`config.mk`:
```
export PLATFORM = sky130hd
export DESIGN_NAME = spi_controller
export DESIGN_NICKNAME = d
export VERILOG_FILES = /design/src/rtl/spi_controller.sv
export SDC_FILE = /design/constraint.sdc
export NUM_CORES = 1
export LEC_CHECK = 0
export CORE_UTILIZATION = 54
export DETAILED_ROUTE_END_ITERATION = 8
export HOLD_SLACK_MARGIN = 0.03
export PLACE_DENSITY = 0.81
export SLEW_MARGIN = 0
export SYNTH_ARGS = -nofsm -noshare
export SYNTH_HDL_FRONTEND = slang
export SYNTH_SLANG_ARGS = --single-unit
export TNS_END_PERCENT = 50
```
`constraint.sdc`:
```
create_clock -name clk -period 2.3 [get_ports clk]
set_input_delay 0.46 -clock clk [delete_from_list [all_inputs] [get_ports clk]]
set_output_delay 0.46 -clock clk [all_outputs]
set_load 0.005 [all_outputs]
```
`src/rtl/spi_controller.sv`:
```
// SPI mode-0 master: shifts a 16-bit {rw, addr, wdata} frame MSB first, keeps the
// last 8 cipo bits as rdata, and enforces an nCS-high gap before signalling done.
module spi_controller #(
  parameter int CLK_DIV    = 4,
  parameter int GAP_CYCLES = 4
) (
  input  logic       clk,
  input  logic       rst,
  input  logic       start,
  input  logic       rw,
  input  logic [6:0] addr,
  input  logic [7:0] wdata,
  input  logic       cipo,
  output logic       busy,
  output logic       done,
  output logic [7:0] rdata,
  output logic       nCS,
  output logic       SCLK,
  output logic       copi
);

  typedef enum logic [2:0] {IDLE, SETUP, HIGH, LOW, HOLD, GAP} state_t;

  state_t      state, state_nx;
  logic [7:0]  div_cnt, div_nx;
  logic [3:0]  bit_cnt, bit_nx;
  logic [15:0] frame, frame_nx;
  logic [7:0]  rx, rx_nx;
  logic [7:0]  rdata_nx;
  logic        ncs_nx, sclk_nx, copi_nx, busy_nx, done_nx;
  logic        div_last, gap_last;

  assign div_last = (div_cnt == 8'(CLK_DIV - 1));
  assign gap_last = (div_cnt == 8'(GAP_CYCLES - 1));

  // Every output is computed here one cycle ahead and registered below, so the
  // pins change exactly on the edge where the state changes.
  always_comb begin
    // NOTE: every signal gets a default before the case so no path infers a latch.
    state_nx = state;
    div_nx   = div_cnt + 8'd1;
    bit_nx   = bit_cnt;
    frame_nx = frame;
    rx_nx    = rx;
    rdata_nx = rdata;
    ncs_nx   = nCS;
    sclk_nx  = SCLK;
    copi_nx  = copi;
    busy_nx  = busy;
    done_nx  = 1'b0;

    unique case (state)
      IDLE: begin
        div_nx  = 8'd0;
        busy_nx = 1'b0;
        if (start) begin
          state_nx = SETUP;
          frame_nx = {rw, addr, wdata};
          bit_nx   = 4'd15;
          ncs_nx   = 1'b0;
          sclk_nx  = 1'b0;
          copi_nx  = rw;
          busy_nx  = 1'b1;
        end
      end
      SETUP, LOW: begin
        if (div_last) begin
          state_nx = HIGH;
          div_nx   = 8'd0;
          sclk_nx  = 1'b1;
          rx_nx    = {rx[6:0], cipo};
        end
      end
      HIGH: begin
        if (div_last) begin
          div_nx  = 8'd0;
          sclk_nx = 1'b0;
          if (bit_cnt == 4'd0) begin
            state_nx = HOLD;
          end else begin
            state_nx = LOW;
            bit_nx   = bit_cnt - 4'd1;
            copi_nx  = frame[bit_cnt - 4'd1];
          end
        end
      end
      HOLD: begin
        if (div_last) begin
          state_nx = GAP;
          div_nx   = 8'd0;
          ncs_nx   = 1'b1;
          copi_nx  = 1'b0;
        end
      end
      GAP: begin
        if (gap_last) begin
          state_nx = IDLE;
          div_nx   = 8'd0;
          done_nx  = 1'b1;
          busy_nx  = 1'b0;
          rdata_nx = rx;
        end
      end
      default: begin
        state_nx = IDLE;
        div_nx   = 8'd0;
      end
    endcase
  end

  // NOTE: sequential state uses non-blocking assignments only.
  always_ff @(posedge clk or posedge rst) begin
    if (rst) begin
      state   <= IDLE;
      div_cnt <= 8'd0;
      bit_cnt <= 4'd0;
      frame   <= 16'd0;
      rx      <= 8'd0;
      rdata   <= 8'd0;
      nCS     <= 1'b1;
      SCLK    <= 1'b0;
      copi    <= 1'b0;
      busy    <= 1'b0;
      done    <= 1'b0;
    end else begin
      state   <= state_nx;
      div_cnt <= div_nx;
      bit_cnt <= bit_nx;
      frame   <= frame_nx;
      rx      <= rx_nx;
      rdata   <= rdata_nx;
      nCS     <= ncs_nx;
      SCLK    <= sclk_nx;
      copi    <= copi_nx;
      busy    <= busy_nx;
      done    <= done_nx;
    end
  end

endmodule

```
==> impl_metrics.yaml <==
cts:
  cts_buffer_depth: 2
  cts_max_level: 2
  clk_pin_slew_ps: 80
  cts_tree: "done"
  postCtsHoldBufs: 0
  numCtsBuffers: 5
  insertion_delay_ps: 300
  clock_sinks: 52
  cts-root-buf: "clkbuf_8"
  cts_setup_buffers: 0
  ctsResizeCount: 0
yosys:
  yosysUniqueCellTypes: 43
  synthArstFlopShare_pct: 100.0
  ys_seq_area_share_pct: 53.55
  synthesis.area_mm2: 0.002432
  synthTopCellsByCount: "dfrtp_1, mux2_2, nor2_1, inv_1, nand3_1"
  yosys.cell_count.top_type: "dfrtp_1"
  synth_cells: 194
  synth_nets: 216
  yosys_warnings: 0
  avgSynthCellArea_um2: 12.54
  synth_top_area_cell: "dfrtp_1"
  synth_area_leaders: "dfrtp_1, mux2_2, mux4_2"
  synth-edff-count: 0
  ys_seq_elements: 52
  synth_top_area_share_pct: 52.47
  ys.flop_type: "dfrtp_1"
detailed_routing:
  firstDrtPassIters: 4
  ant_nets: 0
  first_iter_violations: 62
  drt-total-wl_um: 4293
  drc: 0
  vias_per_cell: 5.739
  wl_per_cell_um: 15.17
  vias: 1624
global_routing:
  grt_pass1_vias: 1704
  overflow: 0
  antenna_found_initial: 0
  grt_max_degree: 27
  grt_usage_pct: 20.25
  grt_pass1_wl_um: 7645
setup_path:
  critPathCaptureType: "flip-flop"
  ff2ff_path_depth: 5
  worst-path-max-fanout: 7
  start_kind: "flip-flop"
  critPathBufInv: 0
  required_ps: 2490
  critPathKind: "flip-flop to flip-flop"
  r2r-start: "div_cnt[0]$_DFF_PP0_"
  cpMaxStageDelayCell: "dfrtp_1"
  critPathTopFamily: "simple AND/OR/NAND/NOR gates"
  reg2reg_setup_slack_ps: 250
  max_stage_delay_ps: 420
  r2r-end: "bit_cnt[1]$_DFFE_PP0P_"
  crit_arrival_ps: 2240
  crit_chain: "ha_1 -> nor4b_4 -> a41oi_1 -> nor3_2 -> mux2_2"
floorplanning:
  num_rows: 24
  die_h_um: 69.12
  die_w_um: 69.12
  fp.dieArea_mm2: 0.004777
  ios: 33
  start_util_pct: 55.86
  coreArea_mm2: 0.004354
finish:
  drive_gt1_share_pct: 26.41
  syn_to_final_growth_pct: 20.06
  final_area_mm2: 0.002920
  fillers: 336
  nets: 252
  antenna_cells: 0
sta:
  slew_viol_final: 0
  rsz0062_at_grt: "false"
  hold_viol: 0
  tns_ps: 0
  finalSetupViolCount: 0
  slew_headroom_pct: 62.95
  period_share_pct: 89.32
  max_freq_mhz: 486.8
  skew_ps: 7.800
  period_minus_slack_ps: 2054
  worst_slew_pin_slew_ps: 555.0
placement:
  portBuffers: 32
  gp_congestion: 0.8400
  placed_cell_area_mm2: 0.002830
  dp_hpwl_um: 3170
power:
  p_per_area_mw_per_mm2: 1138
  vdd.ir_drop.worst_v: 0.0005802
  total_power_mw: 3.323
  leakage_nw: 1.272
run_status:
  outcome: "finished clean"
worst_hold_path:
  holdCritPathClass: "flip-flop to flip-flop"
  whs_path_depth: 1
  hold_path_startpoint: "rdata[5]$_DFFE_PP0P_"
  hold_end: "rdata[5]$_DFFE_PP0P_"
flow_run:
  drv_cap: 0
## sequential cells by signal (all words and copies together) (netlist names)
name / cells
frame: 16
div_cnt: 8
rdata: 8
rx: 8
bit_cnt: 4
state: 3
SCLK: 1
busy: 1
copi: 1
done: 1
nCS: 1
## where the power goes
group          total, mW  switching, mW  internal [mW]
clock network      0.520          0.274          0.246
logic               1.33          0.603          0.725
registers           1.47          0.240           1.23
total               3.32           1.12           2.21
## logic make-up after synthesis
family / count (synthesis) / share of synthesized area (%)
muxes: 40 / 19.80
buffers and inverters: 18 / 3.395
and+or+nand+nor: 49 / 11.88
DFF: 52 / 53.55
AOI/OAI and AO/OA: 24 / 7.099
xor gates and xnor gates: 9 / 3.241
adders and majority gates: 2 / 1.029
## per-stage QoR
step / util (%) / hold WS [ps] / setup slack (ps) / std cells
3_3_place_gp: 65.00 / 483.8 / 283.2 / 275
5_1_grt: 67.07 / 531.2 / 98.80 / 283
4_1_cts: 67.07 / 514.2 / 264.0 / 283
3_5_place_dp: 65.00 / 494.5 / 247.8 / 275
6_report: 67.07 / 507.0 / 245.6 / 283
2_1_floorplan: - / 469.5 / 343.0 / 194
## cells in the final DEF, fill, tap and decap left out, types with 4 or more instances in the layout
cell type / n
mux2_2: 35
inv_1: 7
dfrtp_1: 51
nand2_1: 7
o21ai_0: 4
nand3_1: 8
xor2_1: 6
clkdlybuf4s50_1: 32
a31oi_1: 4
nor2_1: 14
buf_4: 6
clkbuf_8: 6
## worst max-delay path by stage
stage | start | end | slack (ps) | depth (start not counted)
final | div_cnt[0]$_DFF_PP0_ | bit_cnt[1]$_DFFE_PP0P_ | 250 | 5
after global placement | start | bit_cnt[0]$_DFFE_PP0P_ | 280 | 5
after floorplan | bit_cnt[0]$_DFFE_PP0P_ | copi$_DFFE_PP0P_ | 340 | 7
after CTS | div_cnt[0]$_DFF_PP0_ | bit_cnt[1]$_DFFE_PP0P_ | 260 | 5
after global routing | div_cnt[0]$_DFF_PP0_ | bit_cnt[1]$_DFFE_PP0P_ | 100 | 5
after detailed placement | start | bit_cnt[1]$_DFFE_PP0P_ | 250 | 5
## cell type report
type | count | area, um^2 | share of cell area, %
tap | 52 | 65.06 | 2.228
sequential | 52 | 1303 | 44.60
clock buffer | 8 | 90.09 | 3.085
multi-input combinational | 124 | 1047 | 35.86
inverter | 8 | 30.03 | 1.028
timing repair buffer | 39 | 385.4 | 13.20
## layer usage
layer	up-vias	share of wire, %	global-route usage, %
met5	-	0	0
met4	0	1.5	7.937
li1	767	-	-
met1	806	42	23.69
met2	44	53	35.81
met3	7	3.7	4.678
Power figures use the tool's default switching activity.
==> edit: new RTL, same flow settings <==
Encoding of `state_t`: now one-hot (6 bits for 6 states).
--- a/src/rtl/spi_controller.sv
+++ b/src/rtl/spi_controller.sv
@@ -20,5 +20,5 @@
 );
 
-  typedef enum logic [2:0] {IDLE, SETUP, HIGH, LOW, HOLD, GAP} state_t;
+  typedef enum logic [5:0] {IDLE = 6'b000001, SETUP = 6'b000010, HIGH = 6'b000100, LOW = 6'b001000, HOLD = 6'b010000, GAP = 6'b100000} state_t;
 
   state_t      state, state_nx;
Formal check against the unedited RTL: no difference found for any inputs over 10 cycles, from zero or initial values and one cycle with rst high; not proved beyond that.
==> edit against the original RTL <==
  * The flow now finishes with violations (design-rule violations)
  * Combinational power fell by 29%
  * Area after synthesis rose by 5.8%
  * Synthesized cell count rose by 8.2%
  * Sequential cell count rose by 3
  * Power fell by 9.1%
  * Core utilization rose by 3.4 points
  * Worst setup slack got worse by 130 ps
  * Fmax fell by 6.2%
  * Routed wire length rose by 12%
  * Cell area rose by 8.0%
  * Largest cell class unchanged
  * Largest power group unchanged
  * Highest routed layer unchanged
==> edit: results (changes against the original RTL) <==
HOLD-WORST-SLACK_PS=433  # was 507 ps
REMAINING_DRC_ERRORS=4  # was 0
AVGROUTEDWIREPERCELL_UM=16.0  # was 15.2 um
TIMING.MAX_SLEW.REL_SLACK_PCT=61.6  # was 62.9%
SYNTH_COMMONEST_CELLS='sky130_fd_sc_hd__dfrtp_1 (53), sky130_fd_sc_hd__mux2_2 (34), sky130_fd_sc_hd__nor2_1 (16)'  # was sky130_fd_sc_hd__dfrtp_1 (51), sky130_fd_sc_hd__mux2_2 (35), sky130_fd_sc_hd__nor2_1 (14)
DRT_ITER0_MARKERS=113  # was 62
SYNTH_TOP_CELLS_BY_AREA='sky130_fd_sc_hd__dfrtp_1 (52%), sky130_fd_sc_hd__mux2_2 (15%), sky130_fd_sc_hd__mux4_2 (3.5%)'  # was sky130_fd_sc_hd__dfrtp_1 (52%), sky130_fd_sc_hd__mux2_2 (16%), sky130_fd_sc_hd__mux4_2 (2.8%)
FINALNETCOUNT=270  # was 252
STATUS='finished with violations'  # was finished clean
DRIVE_ABOVE_1_SHARE_PCT=26.9  # was 26.4%
SYNTH-SEQ-AREA-SHARE_PCT=53.6  # was 53.5%
FIN_WORST_SKEW_PS=4.25  # was 7.80 ps
WORST_PATH_DOMINANT_CELL_FAMILY='multiplexers'  # was simple AND/OR/NAND/NOR gates
NUMBER_OF_GLOBAL_ROUTE_VIAS_BEFORE_REPAIR=1773  # was 1704
DP_SLACK_PS=-56.3  # was 248 ps
NFILLCELLS=308  # was 336
GP_CONGESTION=0.865  # was 0.840
FAILED_CHECKS='design-rule violations'
NETSWITCHINGFRACTION_PCT=28.7  # was 33.6%
WORSTPATHARRIVAL_PS=2380  # was 2240 ps
REG2REG_FROM='bit_cnt[1]$_DFFE_PP0P_'  # was div_cnt[0]$_DFF_PP0_
DP.FINAL_HPWL_UM=3460  # was 3170 um
POST_DP_CELL_AREA_SQ_UM=2990  # was 2830 sq um
PLACED_CELLS=293  # was 275
RR_WORST_DEPTH=7  # was 5
TIMING.HOLD.WORST.CLASS='in -> async'  # was reg -> reg
ENDPOINT='copi$_DFFE_PP0P_'  # was bit_cnt[1]$_DFFE_PP0P_
YOSYS.AREA.TOP_TYPE_SHARE_PCT=51.6  # was 52.5%
FIRST_DRT_PASS_ITERATION_COUNT=6  # was 4
AVGSYNTHCELLAREA_SQ_UM=12.2  # was 12.5 sq um
## edit: cell types whose count changed in the layout (fill, tap and decap cells not counted), sizes merged, moves of 3 or more
| cell | delta |
|---|---|
| nor4 | +3 |
| nand2 | +5 |
| a31oi | -3 |
| or3 | +3 |
| nor2 | +3 |
## edit: power by group through the flow
stage	clock network [mW]	logic, mW	registers, mW
global placement	0	0.906	1.35
global route	0.787	1.05	1.37
CTS	0.743	0.949	1.34
floorplan	0	0.740	1.28
finish	0.728	0.948	1.35
detailed placement	0	0.942	1.36
## edit: cells by family after synthesis
kind of cell               synth area share [%]
and+or+nand+nor                            12.1
buffers and inverters                      3.36
xor gates and xnor gates                   3.75
adders and majority gates                 0.973
AOI/OAI and AO/OA                          7.44
muxes                                      18.8
DFF                                        53.6
## edit: worst register-to-register path: stages, from the launching register on
cell and delay [ps]:
sky130_fd_sc_hd__dfrtp_1 400, sky130_fd_sc_hd__inv_1 130, sky130_fd_sc_hd__ha_4 190, sky130_fd_sc_hd__xor2_4 220, sky130_fd_sc_hd__mux4_2 530, sky130_fd_sc_hd__mux2_2 280, sky130_fd_sc_hd__o211ai_1 250, sky130_fd_sc_hd__a21oi_2 90
## edit: area by class of cell
type | count | area, sq um | area share (%)
sequential | 55 | 1380 | 43.7
multi-input combinational | 135 | 1140 | 36.1
timing repair buffer | 41 | 400 | 12.7
clock buffer | 6 | 72.6 | 2.30
tap | 52 | 65.1 | 2.06
clock inverter | 2 | 60.1 | 1.90
inverter | 10 | 37.5 | 1.19
## edit: metal layers
metal	track usage [%]	wire length, um	vias to the layer above
li1	-	-	819
met4	10.4	141	0
met1	27.5	2010	855
met5	0	0	-
met3	4.84	150	13
met2	37.8	2500	46
